## src/rtl/mult_arbiter_if.sv

```systemverilog
// mult_arbiter_if: requester, result and status bundle for mult_arbiter (i_lock only with MULT_ARB_LOCK_EN)
interface mult_arbiter_if #(
  parameter int NUM_REQ = 4,
  parameter int ID_W = 2
);
  logic [NUM_REQ-1:0] i_req_valid;
  logic [NUM_REQ-1:0] o_req_ready;
  logic [4*NUM_REQ-1:0] i_req_a;
  logic [4*NUM_REQ-1:0] i_req_b;
`ifdef MULT_ARB_LOCK_EN
  logic [NUM_REQ-1:0] i_lock;
`endif
  logic o_res_valid;
  logic i_res_ready;
  logic [ID_W-1:0] o_res_id;
  logic [7:0] o_result;
  logic o_busy;
  modport slave (
    input i_req_valid, i_req_a, i_req_b, i_res_ready,
`ifdef MULT_ARB_LOCK_EN
    input i_lock,
`endif
    output o_req_ready, o_res_valid, o_res_id, o_result, o_busy
  );
  modport master (
    output i_req_valid, i_req_a, i_req_b, i_res_ready,
`ifdef MULT_ARB_LOCK_EN
    output i_lock,
`endif
    input o_req_ready, o_res_valid, o_res_id, o_result, o_busy
  );
endinterface

```

## src/rtl/mult_arbiter.sv

```systemverilog
// mult_arbiter: round-robin share of a 2-stage 4x4 multiplier (clk, reset, bus slave), burst lock with MULT_ARB_LOCK_EN
module mult_arbiter #(
  parameter int NUM_REQ = 4,
  parameter int ID_W = 2,
  parameter int LOCK_MAX = 8
) (
  input logic clk,
  input logic reset,
  mult_arbiter_if.slave bus
);
  if (ID_W != $clog2(NUM_REQ) || NUM_REQ < 2 || NUM_REQ > 8 || LOCK_MAX < 1 || LOCK_MAX > 255) begin : g_bad_param
    $error("mult_arbiter: illegal parameters");
  end
  logic en, acc, s1_v, s2_v;
  logic [ID_W-1:0] ptr, gid, nxt, s1_id, s2_id;
  logic [3:0] a_sel, b_sel, s1_a, s1_b;
  logic [7:0] s2_p;
  assign en = (!s2_v || bus.i_res_ready) && !reset;
  always_comb begin
    acc = 1'b0;
    gid = '0;
    for (int i = 0; i < NUM_REQ; i++)
      if (en && !acc && bus.i_req_valid[(int'(ptr) + i) % NUM_REQ]) begin
        acc = 1'b1;
        gid = ID_W'((int'(ptr) + i) % NUM_REQ);
      end
  end
  assign bus.o_req_ready = acc ? NUM_REQ'(1) << gid : '0;
  assign a_sel = bus.i_req_a[{gid, 2'b00} +: 4];
  assign b_sel = bus.i_req_b[{gid, 2'b00} +: 4];
  assign nxt = (gid == ID_W'(NUM_REQ - 1)) ? '0 : gid + 1'b1;
`ifdef MULT_ARB_LOCK_EN
  logic [7:0] cnt, cnt_n;
  assign cnt_n = ((gid == ptr) ? cnt : 8'd0) + 8'd1;
  always_ff @(posedge clk)
    if (reset) begin
      ptr <= '0;
      cnt <= '0;
    end else if (acc) begin
      ptr <= (bus.i_lock[gid] && cnt_n < 8'(LOCK_MAX)) ? gid : nxt;
      cnt <= (bus.i_lock[gid] && cnt_n < 8'(LOCK_MAX)) ? cnt_n : 8'd0;
    end
`else
  always_ff @(posedge clk)
    if (reset) ptr <= '0;
    else if (acc) ptr <= nxt;
`endif
  always_ff @(posedge clk)
    if (reset) begin
      s1_v <= 1'b0;
      s1_a <= '0;
      s1_b <= '0;
      s1_id <= '0;
      s2_v <= 1'b0;
      s2_p <= '0;
      s2_id <= '0;
    end else if (en) begin
      s1_v <= acc;
      s1_a <= a_sel;
      s1_b <= b_sel;
      s1_id <= gid;
      s2_v <= s1_v;
      s2_p <= {4'b0, s1_a} * {4'b0, s1_b};
      s2_id <= s1_id;
    end
  assign bus.o_res_valid = s2_v;
  assign bus.o_result = s2_p;
  assign bus.o_res_id = s2_id;
  assign bus.o_busy = s1_v || s2_v;
endmodule
```

## src/flat_wrapper.sv

```systemverilog
// flat-port wrapper written by rule: the top's interface ports become plain ports
module mult_arbiter_flat 
#(
  parameter int NUM_REQ = 4,
  parameter int ID_W = 2,
  parameter int LOCK_MAX = 8
)
  (clk, reset, bus_i_req_valid, bus_i_req_a, bus_i_req_b, bus_i_res_ready, bus_o_req_ready, bus_o_res_valid, bus_o_res_id, bus_o_result, bus_o_busy);
  mult_arbiter_if #(.NUM_REQ(NUM_REQ), .ID_W(ID_W)) bus_i ();
  input logic clk;
  input logic reset;
  input wire logic [$bits(bus_i.i_req_valid)-1:0] bus_i_req_valid;
  input wire logic [$bits(bus_i.i_req_a)-1:0] bus_i_req_a;
  input wire logic [$bits(bus_i.i_req_b)-1:0] bus_i_req_b;
  input wire logic [$bits(bus_i.i_res_ready)-1:0] bus_i_res_ready;
  output wire logic [$bits(bus_i.o_req_ready)-1:0] bus_o_req_ready;
  output wire logic [$bits(bus_i.o_res_valid)-1:0] bus_o_res_valid;
  output wire logic [$bits(bus_i.o_res_id)-1:0] bus_o_res_id;
  output wire logic [$bits(bus_i.o_result)-1:0] bus_o_result;
  output wire logic [$bits(bus_i.o_busy)-1:0] bus_o_busy;
  assign bus_i.i_req_valid = bus_i_req_valid;
  assign bus_i.i_req_a = bus_i_req_a;
  assign bus_i.i_req_b = bus_i_req_b;
  assign bus_i.i_res_ready = bus_i_res_ready;
  assign bus_o_req_ready = bus_i.o_req_ready;
  assign bus_o_res_valid = bus_i.o_res_valid;
  assign bus_o_res_id = bus_i.o_res_id;
  assign bus_o_result = bus_i.o_result;
  assign bus_o_busy = bus_i.o_busy;
  mult_arbiter #(.NUM_REQ(NUM_REQ), .ID_W(ID_W), .LOCK_MAX(LOCK_MAX)) u_core (.clk(clk), .reset(reset), .bus(bus_i));
endmodule
```

## config.mk

```make
export PLATFORM = sky130hd
export DESIGN_NAME = mult_arbiter_flat
export DESIGN_NICKNAME = d
export VERILOG_FILES = /design/src/rtl/mult_arbiter_if.sv /design/src/rtl/mult_arbiter.sv /design/src/flat_wrapper.sv
export SDC_FILE = /design/constraint.sdc
export NUM_CORES = 1
export LEC_CHECK = 0
export CELL_PAD_IN_SITES_DETAIL_PLACEMENT = 0
export CELL_PAD_IN_SITES_GLOBAL_PLACEMENT = 2
export CORE_MARGIN = 5
export CORE_UTILIZATION = 26
export CTS_CLUSTER_SIZE = 30
export DETAILED_ROUTE_END_ITERATION = 16
export PLACE_DENSITY = 0.87
export SYNTH_ARGS = -nofsm -noshare
export SYNTH_HDL_FRONTEND = slang
export SYNTH_SLANG_ARGS = --single-unit
```

## constraint.sdc

```tcl
create_clock -name clk -period 3.7 [get_ports clk]
set_input_delay 0.37 -clock clk [delete_from_list [all_inputs] [get_ports clk]]
set_output_delay 0.37 -clock clk [all_outputs]
set_load 0.02 [all_outputs]
```

==> metrics.log <==
INFO  metric leakage_power_total = 0.0009915 µW
INFO  metric drc_errors = 0
INFO  metric detailedPlacementHpwl = a little under 4000 µm
INFO  metric cts_num_sinks = 24
INFO  metric synth_nets = approximately 270
INFO  metric critPathRequiredTime = between 3 and 4 ns
INFO  metric post_synthesis_cell_type_count = 40
INFO  metric reg2reg_from = u_core.s1_b[3]
INFO  metric post_route_cells_drive_above_1_share = 0.06439
INFO  metric vdd.ir_drop.worst = 0.0001059 V
INFO  metric post-route-min-period = a little over 3 ns
INFO  metric synth_top_flop_cell = sky130_fd_sc_hd__dfxtp_1
INFO  metric via_per_inst = 4.846
INFO  metric numCtsBuffers = 3
INFO  metric hold_path_startpoint = u_core.bus.o_res_id[0]
INFO  metric max_slew.worst_pin.slew = about 0.53 ns
INFO  metric slew_violations = 0
INFO  metric post_synth.cell_area_avg = slightly above 8 µm²
INFO  metric fp.dieArea = between 8000 and 9000 µm²
INFO  metric drt_first_pass_iters = 4
INFO  metric cts_setup_buffers = 0
INFO  metric worstPathMaxFanout = 10
INFO  metric area_growth = 36.86%
INFO  metric worst_skew_pair.late_latency = about 0.26 ns
INFO  metric htreeDepth = 1
INFO  metric finalSetupViolations = 0
INFO  metric hold_end = u_core.bus.o_res_id[0]
INFO  metric power_dissipated_by_switching_net_loads = ~220 µW
INFO  metric port-buffer-count = 54
INFO  metric synth_enable_flop_cells = 0
INFO  metric worstHoldPathCells = 2
INFO  metric cp-end-kind = output pin
INFO  metric seq_power_share = 0.434
INFO  metric ys_seq_area_frac = 0.2743
INFO  metric async_set_or_reset_flop_fraction_in_the_synthesized_netlist = 0
INFO  metric fmax = between 300 and 400 MHz
INFO  metric power-per-cell-area = 292.8 nW/µm²
INFO  metric synthesis.instances = 215
INFO  metric clockBufferDepth = 2
INFO  metric min_path_type = flip-flop to flip-flop
INFO  metric global_route_wire_length_before_repair = about 8300 µm
INFO  metric clk_transition_reported_paths = 0.08 ns
INFO  metric outcome = finished, final reports clean
INFO  metric floorplan.initialDensity = 0.2622
INFO  metric finalSetupTns = 0 ns
INFO  metric post_layout_nonfiller_instances = roughly 340
INFO  metric startpoint_type = input pin
INFO  metric globalRoute.totalOverflow = 0
INFO  metric die_height = 92.08 µm
INFO  metric ios = 55
INFO  metric rsz_0062_raised_after_global_routing = no
INFO  metric dp_cells = about 340
INFO  metric groute.usage.overall = 0.1200
INFO  metric worst-r2r-setup-slack = 0.87 ns
INFO  metric ys_seq_elements = 24
INFO  metric routed-via-count = about 1700
INFO  metric fin_nets = 322
INFO  metric timing_hold_violations_final = 0
INFO  metric pin_count_of_the_biggest_net_entering_global_routing = 17
INFO  metric post_cts_hold_buffer_count = 0
INFO  metric tritoncts = built
INFO  metric grt_pass1_vias = 1673
INFO  metric setup.worst_path.class = input pin to output pin
INFO  metric die-width = about 90 µm
INFO  metric gp_routability_congestion = 0.7541
INFO  metric grt_antenna_before_repair = 0
INFO  metric timing.max_cap.violations = 0
INFO  metric power.switching_fraction = 0.3203
INFO  metric share_of_power_burned_in_the_clock_network = 0.220
INFO  metric crit-reg2reg-capture = u_core.bus.o_result[6]
INFO  metric max-slew-margin-rel = 0.6439
INFO  metric post-route-period-util = 0.8366
INFO  metric ctsResizeCount = 0
INFO  metric power_report.internal_total = 477.0 µW
INFO  metric route.final.wire_length = about 4800 µm
INFO  metric drt_first_iter_violations = 99
INFO  metric reg2regPathDepth = 10
INFO  metric wl_per_cell = roughly 14 µm
INFO  metric antenna-diode-count = 0
INFO  metric worst_clock_skew = just over 0.003 ns
INFO  metric syn-cell-area = between 1500 and 2000 µm²
INFO  metric comb_power_share = 0.346
INFO  metric root_buffer = sky130_fd_sc_hd__clkbuf_8
INFO  metric floorplan.rows = 30
INFO  metric critical_path_arrival = 2.73 ns
INFO  metric synth_warnings = 0
INFO  metric drt.antenna.violating_nets = 0
INFO  metric core_region_area = 6681 µm²
==> critical path, cell delays in order <==
cell	delay, ns
sky130_fd_sc_hd__clkdlybuf4s50_1	0.59
sky130_fd_sc_hd__nor2b_1	0.25
sky130_fd_sc_hd__and2_1	0.38
sky130_fd_sc_hd__nor3_2	0.10
sky130_fd_sc_hd__nor4b_1	0.35
sky130_fd_sc_hd__clkdlybuf4s50_1	0.67
==> logic make-up (layout without fill, tap and decap cells) <==
kind of cell | count (synthesis) | in the layout | share of synthesized area
buffers and inverters | 22 | 71 | 0.05714
xor gates and xnor gates | 4 | 4 | 0.02000
DFF | 24 | 24 | 0.2743
and+or+nand+nor | 80 | 80 | 0.2329
muxes | 3 | 3 | 0.01786
AOI/OAI and AO/OA | 65 | 65 | 0.2593
adders and majority gates | 17 | 17 | 0.1386
==> Yosys cell counts, drive strengths merged (7+ instances only) <==
cell | count | area [µm²]
a21oi | 18 | 112.6
a31oi | 8 | 50.05
and2 | 12 | 75.07
buf | 7 | 43.79
dfxtp | 24 | 480.5
ha | 13 | 162.7
inv | 11 | 41.29
nand2 | 35 | 131.4
nor2 | 10 | 42.54
nor4 | 11 | 81.32
o21ai | 15 | 75.07
o21ba | 8 | 80.08
o221ai | 9 | 78.83
==> layer usage <==
layer,global-route usage,wire length [µm]
met1,0.1534,2170
met2,0.2129,2426
met3,0.01477,160
met4,0.02970,38
met5,0,0
==> power groups by stage <==
stage | clock network (µW) | logic, µW | registers (µW)
after CTS | 163 | 246 | 305
after floorplan | 0 | 139 | 315
final | 154 | 243 | 305
after global routing | 174 | 272 | 309
after detailed placement | 0 | 244 | 311
after global placement | 0 | 243 | 311
==> flip-flops by register name, indices dropped and copies added (netlist names) <==
register	cells
u_core.bus.o_result	8
u_core.s1_id	2
u_core.ptr	2
u_core.bus.o_res_id	2
u_core.s1_v	1
u_core.bus.o_res_valid	1
u_core.s1_b	4
u_core.s1_a	4
==> per-stage QoR <==
step | hold WS (ns) | instance area (µm²) | worst slack (ns) | util | power (µW)
global placement | 0.4437 | 2356 | 0.6468 | 0.3526 | 553.6
finish | 0.4546 | 2397 | 0.6044 | 0.3588 | 701.8
global route | 0.4730 | 2397 | 0.3434 | 0.3588 | 754.9
floorplan | 0.4321 | 1752 | 1.084 | - | 453.7
CTS | 0.4587 | 2397 | 0.6043 | 0.3588 | 714.0
detailed placement | 0.4471 | 2356 | 0.6129 | 0.3526 | 555.0
==> layout make-up <==
| cell class | count | area [µm²] |
|---|---|---|
| Clock buffer | 3 | 41.29 |
| Multi-Input combinational cell | 169 | 1171 |
| Tap cell | 80 | 100.1 |
| Fill cell | 712 | 4284 |
| Timing Repair Buffer | 57 | 563.0 |
| Inverter | 11 | 41.29 |
| Sequential cell | 24 | 480.5 |
==> placed cells by master (no fill, tap or decap), types with 3 or more instances in the layout <==
cell / synthesis / final
sky130_fd_sc_hd__nor2b_1: 3 / 3
sky130_fd_sc_hd__ha_1: 13 / 13
sky130_fd_sc_hd__o21ai_0: 6 / 6
sky130_fd_sc_hd__inv_1: 10 / 10
sky130_fd_sc_hd__and2_1: 12 / 12
sky130_fd_sc_hd__clkbuf_8: 0 / 3
sky130_fd_sc_hd__fa_1: 4 / 4
sky130_fd_sc_hd__nand2_1: 35 / 35
sky130_fd_sc_hd__a21oi_1: 16 / 16
sky130_fd_sc_hd__xor2_1: 3 / 3
sky130_fd_sc_hd__nor2_1: 8 / 8
sky130_fd_sc_hd__buf_4: 1 / 3
sky130_fd_sc_hd__clkdlybuf4s50_1: 0 / 54
sky130_fd_sc_hd__o221ai_1: 9 / 9
sky130_fd_sc_hd__nor4_1: 9 / 9
sky130_fd_sc_hd__a31oi_1: 8 / 8
sky130_fd_sc_hd__dfxtp_1: 24 / 24
sky130_fd_sc_hd__o21ai_1: 9 / 9
sky130_fd_sc_hd__o21ba_1: 8 / 8
==> how the worst max path moves through the flow <==
stage | from | endpoint | slack (ns) | cells after the start
after floorplan | u_core.s1_a[0] | u_core.bus.o_result[6] | 1.08 | 10
after global placement | bus_i_req_valid[0] | bus_o_req_ready[2] | 0.65 | 6
after detailed placement | bus_i_req_valid[3] | bus_o_req_ready[0] | 0.61 | 6
after CTS | bus_i_req_valid[3] | bus_o_req_ready[0] | 0.60 | 6
after global routing | bus_i_req_valid[3] | bus_o_req_ready[2] | 0.34 | 6
final | bus_i_req_valid[3] | bus_o_req_ready[2] | 0.60 | 6
Note: power is estimated with default switching activity, not from simulation.
